[src/rtl/draw_rect_image.sv]
// Overlays a 48x64 ROM image on the background at a per-frame latched (xpos, ypos).
// Optional colour-key transparency: define DRAW_RECT_IMAGE_TRANSPARENCY_EN.
module draw_rect_image #(
    parameter int unsigned RECT_WIDTH  = 48,
    parameter int unsigned RECT_HEIGHT = 64
`ifdef DRAW_RECT_IMAGE_TRANSPARENCY_EN
    ,
    parameter logic [11:0] TRANSPARENT_KEY = 12'h0F0
`endif
) (
    input  logic        clk,
    input  logic        rst_n,
    input  logic [10:0] vcount_in,
    input  logic        vsync_in,
    input  logic        vblnk_in,
    input  logic [10:0] hcount_in,
    input  logic        hsync_in,
    input  logic        hblnk_in,
    input  logic [11:0] rgb_in,
    input  logic [11:0] xpos,
    input  logic [11:0] ypos,
    input  logic [11:0] rgb_pixel,
    output logic [11:0] pixel_addr,
    output logic [10:0] vcount_out,
    output logic        vsync_out,
    output logic        vblnk_out,
    output logic [10:0] hcount_out,
    output logic        hsync_out,
    output logic        hblnk_out,
    output logic [11:0] rgb_out
);

    localparam int unsigned SW = 13;
    localparam int unsigned CW = 11;
    localparam int unsigned PW = 12;

    logic [PW-1:0] x_lat;
    logic [PW-1:0] y_lat;

    logic          in_win;
    logic [5:0]    x_rel;
    logic [5:0]    y_rel;
    logic [PW-1:0] addr_d;

    logic [CW-1:0] vcount_s1;
    logic          vsync_s1;
    logic          vblnk_s1;
    logic [CW-1:0] hcount_s1;
    logic          hsync_s1;
    logic          hblnk_s1;
    logic [PW-1:0] rgb_s1;
    logic          in_win_s1;
    logic [PW-1:0] win_rgb;
    logic [PW-1:0] rgb_d;

    // Window test on 13-bit sums so positions near 4095 cannot wrap into view.
    always_comb begin
        in_win = (SW'(hcount_in) >= SW'(x_lat)) &&
                 (SW'(hcount_in) <  SW'(x_lat) + SW'(RECT_WIDTH)) &&
                 (SW'(vcount_in) >= SW'(y_lat)) &&
                 (SW'(vcount_in) <  SW'(y_lat) + SW'(RECT_HEIGHT));
        x_rel  = hcount_in[5:0] - x_lat[5:0];
        y_rel  = vcount_in[5:0] - y_lat[5:0];
        addr_d = in_win ? {y_rel, x_rel} : '0;
    end

    // Position only reloads at frame start so a move never tears the image.
    always_ff @(posedge clk or negedge rst_n) begin
        if (!rst_n) begin
            x_lat <= '0;
            y_lat <= '0;
        end else if (hcount_in == '0 && vcount_in == '0) begin
            x_lat <= xpos;
            y_lat <= ypos;
        end
    end

    always_ff @(posedge clk or negedge rst_n) begin
        if (!rst_n) begin
            pixel_addr <= '0;
            vcount_s1  <= '0;
            vsync_s1   <= 1'b0;
            vblnk_s1   <= 1'b0;
            hcount_s1  <= '0;
            hsync_s1   <= 1'b0;
            hblnk_s1   <= 1'b0;
            rgb_s1     <= '0;
            in_win_s1  <= 1'b0;
        end else begin
            pixel_addr <= addr_d;
            vcount_s1  <= vcount_in;
            vsync_s1   <= vsync_in;
            vblnk_s1   <= vblnk_in;
            hcount_s1  <= hcount_in;
            hsync_s1   <= hsync_in;
            hblnk_s1   <= hblnk_in;
            rgb_s1     <= rgb_in;
            in_win_s1  <= in_win;
        end
    end

    // ROM data arrives alongside stage-1; blanking beats the image.
    always_comb begin
`ifdef DRAW_RECT_IMAGE_TRANSPARENCY_EN
        win_rgb = (rgb_pixel == TRANSPARENT_KEY) ? rgb_s1 : rgb_pixel;
`else
        win_rgb = rgb_pixel;
`endif
        if (vblnk_s1 || hblnk_s1) begin
            rgb_d = '0;
        end else if (in_win_s1) begin
            rgb_d = win_rgb;
        end else begin
            rgb_d = rgb_s1;
        end
    end

    always_ff @(posedge clk or negedge rst_n) begin
        if (!rst_n) begin
            vcount_out <= '0;
            vsync_out  <= 1'b0;
            vblnk_out  <= 1'b0;
            hcount_out <= '0;
            hsync_out  <= 1'b0;
            hblnk_out  <= 1'b0;
            rgb_out    <= '0;
        end else begin
            vcount_out <= vcount_s1;
            vsync_out  <= vsync_s1;
            vblnk_out  <= vblnk_s1;
            hcount_out <= hcount_s1;
            hsync_out  <= hsync_s1;
            hblnk_out  <= hblnk_s1;
            rgb_out    <= rgb_d;
        end
    end

endmodule

[config.mk]
export PLATFORM = sky130hd
export DESIGN_NAME = draw_rect_image
export DESIGN_NICKNAME = d
export VERILOG_FILES = /design/src/rtl/draw_rect_image.sv
export SDC_FILE = /design/constraint.sdc
export NUM_CORES = 1
export LEC_CHECK = 0
export CAP_MARGIN = 20
export CORE_MARGIN = 1
export CORE_UTILIZATION = 43
export DETAILED_ROUTE_END_ITERATION = 10
export GPL_TIMING_DRIVEN = 0
export PLACE_DENSITY = 0.78
export SLEW_MARGIN = 20
export SYNTH_ARGS = -nofsm -noshare
export SYNTH_HDL_FRONTEND = slang
export SYNTH_SLANG_ARGS = --single-unit
[constraint.sdc]
create_clock -name clk -period 2.65 [get_ports clk]
set_clock_uncertainty 0.15 [all_clocks]
set_input_delay 0.265 -clock clk [delete_from_list [all_inputs] [get_ports clk]]
set_output_delay 0.265 -clock clk [all_outputs]
set_load 0.005 [all_outputs]
# Word-level counts from Yosys, hierarchy flattened

Cells that the tools add are included.

Input port bits: 76
Register bits after elaboration: 113
Logic and storage cells: 36
Output and inout bits: 50

Add/sub/neg operators: 4
Mux-type cells: 3
Magnitude comparators: 4
Reductions and logical operators: 7

Operators with widths:

| operator                                                         | number |
|---|---|
| 12-bit two-way mux                                               | 3 |
| 11-bit by 13-bit < comparator with 1-bit output                  | 2 |
| 11-bit by 12-bit >= comparator with 1-bit output                 | 2 |
| 11-bit logical NOT                                               | 2 |
| 12-bit by 6-bit adder with 13-bit output (second input constant) | 1 |
| 12-bit by 7-bit adder with 13-bit output (second input constant) | 1 |
| 6-bit subtractor                                                 | 2 |
| 1-bit logical AND                                                | 4 |
| 1-bit logical OR                                                 | 1 |

# Depth between registers and ports, before layout

Gate-level depths: netlist of run 1.

Word-level depth: 6
Mapped depth: 12

# Least setup slack after synthesis of run 1

Ideal clock, no wire load.

Kind: reg2reg
Start: register x_lat[4]
End: register pixel_addr[10]
Buffers on the path: 1
Period minus slack after synthesis: 2.558 ns
Arrival time: 2.322 ns
Setup slack: 0.092 ns
Library setup time: 0.086 ns
Data required time: 2.414 ns
Cell stages (with the launch flop): 12
Cells stage by stage: dfrtp_1 inv_1 ha_1 nor3_1 xnor2_1 ha_1 and4_1 a221o_1 o2111ai_1 nand3_2 buf_4 nor3_1

Cells in the longest elaborated chain, start to end: 6

RTL lines:

| element                                         | RTL line | source |
|---|---|---|
| start, declared                                 | 37       | `logic [PW-1:0] x_lat;` |
| start signal, assigned                          | 73       | `x_lat <= xpos;` |
| 12-bit by 6-bit adder with 13-bit output        | 59       | `(SW'(hcount_in) < SW'(x_lat) + SW'(RECT_WIDTH)) &&` |
| 11-bit by 13-bit < comparator with 1-bit output | 59       |  |
| 1-bit logical AND (*)                           | 58       | `in_win = (SW'(hcount_in) >= SW'(x_lat)) &&` |
| 1-bit logical AND (*)                           | 59       |  |
| 1-bit logical AND (*)                           | 60       | `(SW'(vcount_in) >= SW'(y_lat)) &&` |
| 12-bit two-way mux (*)                          | 64       | `addr_d = in_win ? {y_rel, x_rel} : '0;` |
| via addr_d[10]                                  | 43       | `logic [PW-1:0] addr_d;` |
| end signal, assigned                            | 90       | `pixel_addr <= addr_d;` |
| end, declared                                   | 23       | `output logic [11:0] pixel_addr,` |

Mark *: on every way through the listed nets, which the timed path passes. The rest lies on a longest branch.
A chain may end at the register's enable or synchronous reset.

# Final worst setup path of run 1

Start: register x_lat[5]
End: register pixel_addr[1]

Same word-level chain as after synthesis.

==> results of run 1 <==
==> power by group through the flow <==
stage	clock network (mW)	logic [mW]	registers (mW)
global placement	0	0.297	1.83
floorplan	0	0.0661	1.83
global route	2.09	0.354	1.80
detailed placement	0	0.311	1.83
finish	1.97	0.325	1.80
CTS	2.00	0.318	1.80
==> logic make-up after synthesis <==
kind of cell / after synthesis / synth area share
compound gates: 60 / 0.0822
xor+xnor: 14 / 0.0266
fa+ha+maj: 38 / 0.106
buf+inv: 35 / 0.0339
flops: 113 / 0.613
mux: 18 / 0.0401
simple gates: 89 / 0.0979
==> how the worst max path moves through the flow <==
stage,end,cells past startpoint,slack (ns)
floorplan,pixel_addr[10],11,0.09
global placement,x_lat[4],1,-2.77
detailed placement,pixel_addr[11],12,-0.52
CTS,pixel_addr[2],11,-0.02
global route,pixel_addr[2],10,-0.18
finish,pixel_addr[1],10,-0.08
==> area by class of cell <==
cell class / instances / area, sq um
buffer: 8 / 70.1
clock buffer: 22 / 453
clock inverter: 7 / 62.6
fill: 742 / 3470
inverter: 27 / 101
multi-input combinational: 219 / 1780
sequential: 113 / 2830
tap: 136 / 170
timing repair buffer: 143 / 1440
==> Yosys cell counts, types with 4 or more instances <==
| master | n |
|---|---|
| nand3_1 | 5 |
| xnor2_1 | 9 |
| nand2_1 | 29 |
| nand4_1 | 5 |
| o21ai_0 | 23 |
| o21ai_1 | 4 |
| nor2_1 | 19 |
| nor4_1 | 4 |
| a21o_1 | 5 |
| inv_1 | 27 |
| ha_1 | 36 |
| mux2i_1 | 14 |
| a21oi_1 | 10 |
| xor2_1 | 5 |
| nor3_1 | 12 |
| dfrtp_1 | 113 |
| mux2_2 | 4 |
==> through the flow <==
step | instance area [sq um] | cells | total power, mW | utilization
global route | 6900 | 675 | 4.25 | 0.666
floorplan | 4610 | 367 | 1.90 | -
global placement | 6030 | 628 | 2.12 | 0.582
detailed placement | 6060 | 629 | 2.14 | 0.585
finish | 6900 | 675 | 4.10 | 0.666
CTS | 6690 | 663 | 4.12 | 0.645
==> registers in the layout, summed over array words and instances, names as in the netlist, 12 cells and up <==
signal and flops:
pixel_addr 12, rgb_out 12, rgb_s1 12, x_lat 12, y_lat 12
==> worst register-to-register path: cells and delay by family, from the launching register on <==
kind,cells,cell delay (ns)
AOI/OAI and AO/OA,4,1.01
xor gates and xnor gates,1,0.17
adders and majority gates,1,0.29
buffers and inverters,1,0.16
DFF,1,0.40
and+or+nand+nor,3,0.47
==> placed cells by master (no fill, tap or decap), drive strengths merged, types with 6 or more instances in the layout <==
cell,instances
inv,27
xnor2,9
nor2,19
nand2,29
nand3,6
ha,36
o21ai,27
clkbuf,26
buf,22
dfrtp,113
nor3,12
mux2i,14
clkdlybuf4s50,124
a21oi,10
==> metal layers <==
metal  global-route usage  routed length, microns
met4               0.0685                     174
met1                0.232                    4640
met2                0.353                    5670
met5                    0                       0
met3               0.0699                     724
==> what timing repair did <==
action | in CTS | in global routing
endpoints found under the hold margin | 113 | 0
hold buffers | 1 | 0
pin swaps | 3 | 9
endpoints found under the setup margin | 13 | 13
setup buffers | 3 | 11
gates cloned | 1 | 1
gates resized for setup | 15 | 25
==> reports/metrics.cfg, run 1 <==
[status]
status = finished, violations left
violations = setup timing

[timing]
period_share = 1.03
final_hold_viol_count = 0
report.final.slew_viol_count = 0
setup_viol = 9
fin_setup_tns_ns = -0.278
max_freq_ghz = 0.366
setup_slack_ns = -0.0835
finalCriticalPeriod_ns = 2.73
relSlewSlack = 0.503
holdWs_ns = 0.0373
worst_pin_slew_ns = 0.745
rsz0062_at_grt = yes

[route]
ant_nets = 0
wl_mm = 11.2
routed_via_density = 5.00
num_vias = 3372
drtIter0Drc = 136
drc = 0
dr.pass1.iters = 4
routedWlPerCell_microns = 16.6

[clocking]
clock_latency_ns = 0.52
clkTransAtPathRegs_ns = 0.05
root_buffer = clkbuf_8
cts_made_buffers = 17
clkSinkCount = 113
cts_tree = done
cts_max_level = 4
clock_path_buffers = 2

[cells_and_area]
layout-drive-gt1-share = 0.150
final_nets = 643
antennaDiodeCount = 0
area.growth.synth_to_final_pct = 49.6

[setup_path]
worstReg2RegEnd = pixel_addr[1]
startpoint = x_lat[5]
crit_family = compound AO/OA/AOI/OAI gates
crit_required_ns = 2.91
startpoint_type = register
worst_setup_path_end_kind = register
cp_slowest_stage_delay_ns = 0.40
r2r_setup_slack_ns = -0.08
critPathArrivalTime_ns = 2.99
crit_path_max_fanout = 4
crit_chain = o21ai_1 -> xnor2_1 -> ha_1 -> a21oi_1 -> nand2_1 -> a221o_1 -> o2111ai_2 -> nand3_4 -> buf_6 -> nor3b_1
critPathBufInv = 1
r2r_cells = 10
slowest_stage = dfrtp_1
reg2reg_from = x_lat[5]
worstSetupPathType = reg2reg

[min_path]
holdCritPathClass = in2reg
min_path_cells = 1
min_from = rgb_in[5]
min_to = rgb_s1[5]

[global_route]
grt-ovfl-total = 0
grt_use_total = 0.202
grt_antenna_before_repair = 0
grt_max_degree = 59
grt_pass1_vias = 3514
grt_pass1_wl_mm = 16.9

[synth]
syn_nets = 481
synth_area_leaders = dfrtp_1 (61%), ha_1 (9.8%), mux2i_1 (3.0%), o21ai_0 (2.5%), nand2_1 (2.4%)
synthDistinctLibCells = 42
synth_seq_cells = 113
synth_enable_flop_cells = 0
yosysTopAreaCell = dfrtp_1
async_reset_ff_frac = 1.00
synth_area_sq_um = 4610
synthCells = 367
synth_ff_type = dfrtp_1
yosysWarnings = 0
ys_seq_area_frac = 0.613
syn_avg_cell_area_sq_um = 12.6
synth_top_area_share = 0.613

[floorplanning]
die_h_microns = 106
rows = 37
ios = 126
dieArea_sq_um = 11100
start_util = 0.445
die_w_microns = 106
core_sq_um = 10400

[placed_design]
pre_cts_slack_ns = -0.517
port-buffer-count = 125
dp_hpwl_mm = 7.61
routabilityCongestion = 0.872

[pwr]
power.density_nw_per_um2 = 594
switchingPower_mw = 0.860
p_comb_frac = 0.079
peakVddDrop_uv = 369
sequentialPowerShare = 0.440
intPower_mw = 3.24
p_leak_nw = 3.09
pwr-share-clk = 0.481
p_sw_frac = 0.210

[flow_run]
max-cap-violations = 0

(Power assumes the default switching activity.)
==> run 2: changes to the inputs <==
--- a/config.mk
+++ b/config.mk
@@ -10,7 +10,7 @@
 export CORE_UTILIZATION = 43
 export DETAILED_ROUTE_END_ITERATION = 10
 export GPL_TIMING_DRIVEN = 0
-export PLACE_DENSITY = 0.78
+export PLACE_DENSITY = 0.76
 export SLEW_MARGIN = 20
 export SYNTH_ARGS = -nofsm -noshare
 export SYNTH_HDL_FRONTEND = slang
==> run 2 against run 1 <==
The flow still finishes with violations (setup timing). First-iteration DRC count increased by 9.6%. Utilization increased by 0.60 points. Critical path type unchanged. Worst setup slack improved by 0.072 ns. Largest cell class unchanged. Wire length decreased by 1.3%. Worst hold slack improved by 0.012 ns. Cell count increased by 0.44%. Register-to-register slack improved by 0.07 ns. Critical path depth increased by 1. Highest routed layer unchanged. Combinational power about the same.
==> reports/metrics.cfg, run 2 (synthesis results as in run 1) <==
[status]
status = finished, violations left
violations = setup timing

[route]
num_vias = 3402
routed_via_density = 5.02
routedWlPerCell_microns = 16.3
drtIter0Drc = 149
dr.pass1.iters = 4
wl_mm = 11.1
ant_nets = 0
drc = 0

[clocking]
clkTransAtPathRegs_ns = 0.06
cts_tree = done
clkSinkCount = 113
root_buffer = clkbuf_8
clock_latency_ns = 0.51
clock_path_buffers = 2
cts_made_buffers = 17
cts_max_level = 4

[timing]
rsz0062_at_grt = yes
worst_pin_slew_ns = 0.708
report.final.slew_viol_count = 0
holdWs_ns = 0.0498
fin_setup_tns_ns = -0.0158
setup_slack_ns = -0.0119
period_share = 1.00
relSlewSlack = 0.528
setup_viol = 3
finalCriticalPeriod_ns = 2.66
final_hold_viol_count = 0
max_freq_ghz = 0.376

[floorplanning]
dieArea_sq_um = 11100
start_util = 0.445
die_h_microns = 106
core_sq_um = 10400
rows = 37
ios = 126
die_w_microns = 106

[cells_and_area]
layout_commonest_cell = clkdlybuf4s50_1
final_nets = 643
area.growth.synth_to_final_pct = 51.0
final_cell_mix = clkdlybuf4s50_1 (124), dfrtp_1 (112), ha_1 (34)
layout-drive-gt1-share = 0.162
antennaDiodeCount = 0

[setup_path]
worstSetupPathType = reg2reg
cp_slowest_stage_delay_ns = 0.41
crit_family = compound AO/OA/AOI/OAI gates
crit_chain = inv_2 -> ha_4 -> nor3_4 -> xnor2_1 -> ha_1 -> and4_4 -> a221o_1 -> o2111ai_2 -> nand3_4 -> buf_6 -> nor3_2
slowest_stage = dfrtp_1
startpoint_type = register
critPathBufInv = 2
critPathArrivalTime_ns = 2.94
crit_path_max_fanout = 5
crit_required_ns = 2.92
worst_setup_path_end_kind = register

[global_route]
grt_use_total = 0.203
grt_max_degree = 67
grt_antenna_before_repair = 0
grt_pass1_vias = 3427
grt-ovfl-total = 0
grt_pass1_wl_mm = 17.0

[placed_design]
dp_hpwl_mm = 7.69
port-buffer-count = 125
routabilityCongestion = 0.876
pre_cts_slack_ns = -0.417

[flow_run]
max-cap-violations = 0

[pwr]
power.density_nw_per_um2 = 616
peakVddDrop_uv = 313
p_leak_nw = 3.11

[min_path]
holdCritPathClass = in2reg

[run 2: changes by cell type in the layout (fill, tap and decap cells not counted), moves of 2 or more]
cell	change
inv_6	+2
ha_2	-2
nor3b_2	+2
clkbuf_1	-2
clkinvlp_4	+3
clkinv_2	-2
[run 2: through the flow]
step	total power [mW]	utilization	cells	instance area, sq um
4_1_cts	4.32	0.651	668	6750
2_1_floorplan	1.90	-	367	4610
3_3_place_gp	2.13	0.582	628	6030
3_5_place_dp	2.14	0.585	629	6060
5_1_grt	4.45	0.672	678	6960
6_report	4.29	0.672	678	6960
[run 2: area by class of cell]
cell class              count  area (sq um)
clock buffers              20           445
inverters                  27           101
clock inverters            12           131
multi-input cells         219          1800
repair buffers            143          1420
fillers                   737          3410
well taps                 136           170
plain buffers               8          66.3
flip-flops and latches    113          2830
[run 2: metal layers]
metal  global-route usage  routed length [microns]  vias to the layer above  share of wire
met3               0.0538                      608                       11          0.055
met1                0.252                     4700                     1657           0.43
met4               0.0764                      114                        0          0.010
met5                    0                        0                        -              0
li1                     -                        -                     1602              -
met2                0.339                     5640                      132           0.51
[run 2: timing repair]
action                                  in CTS  in global routing
pin swaps                                    1                 17
endpoints found under the setup margin      13                 13
gates cloned                                 0                  2
resized for setup                           13                 31
hold endpoints to repair                    65                  0
hold buffers                                 1                  0
buffers inserted                             6                  8
[run 2: worst paths after layout]
check | from | endpoint | slack, ns | cells after the start
max in group asynchronous | rst_n | hcount_out[6] | 1.57 | 3
hold reg to reg | hcount_s1[10] | hcount_out[10] | 0.19 | 0
setup / recovery | x_lat[4] | pixel_addr[10] | -0.01 | 11
min in group asynchronous | rst_n | hsync_s1 | 0.16 | 2
hold / removal | vsync_in | vsync_s1 | 0.05 | 1
setup reg to reg | x_lat[4] | pixel_addr[10] | -0.01 | 11
[run 2: where the power goes]
group	internal [mW]	switching [mW]	leakage, nW	total, mW
sequential	1.78	0.0160	1.32	1.80
clock	1.39	0.779	0.274	2.17
combinational	0.189	0.134	1.51	0.323
==> run 3: changes to the inputs <==
--- a/config.mk
+++ b/config.mk
@@ -8,6 +8,8 @@
 export CAP_MARGIN = 20
 export CORE_MARGIN = 1
 export CORE_UTILIZATION = 43
+export CTS_CLUSTER_DIAMETER = 80
+export CTS_CLUSTER_SIZE = 14
 export DETAILED_ROUTE_END_ITERATION = 10
 export GPL_TIMING_DRIVEN = 0
 export PLACE_DENSITY = 0.76
==> results of run 3 <==
Same layout as run 2: the final DEF is identical, and so are final timing and power.
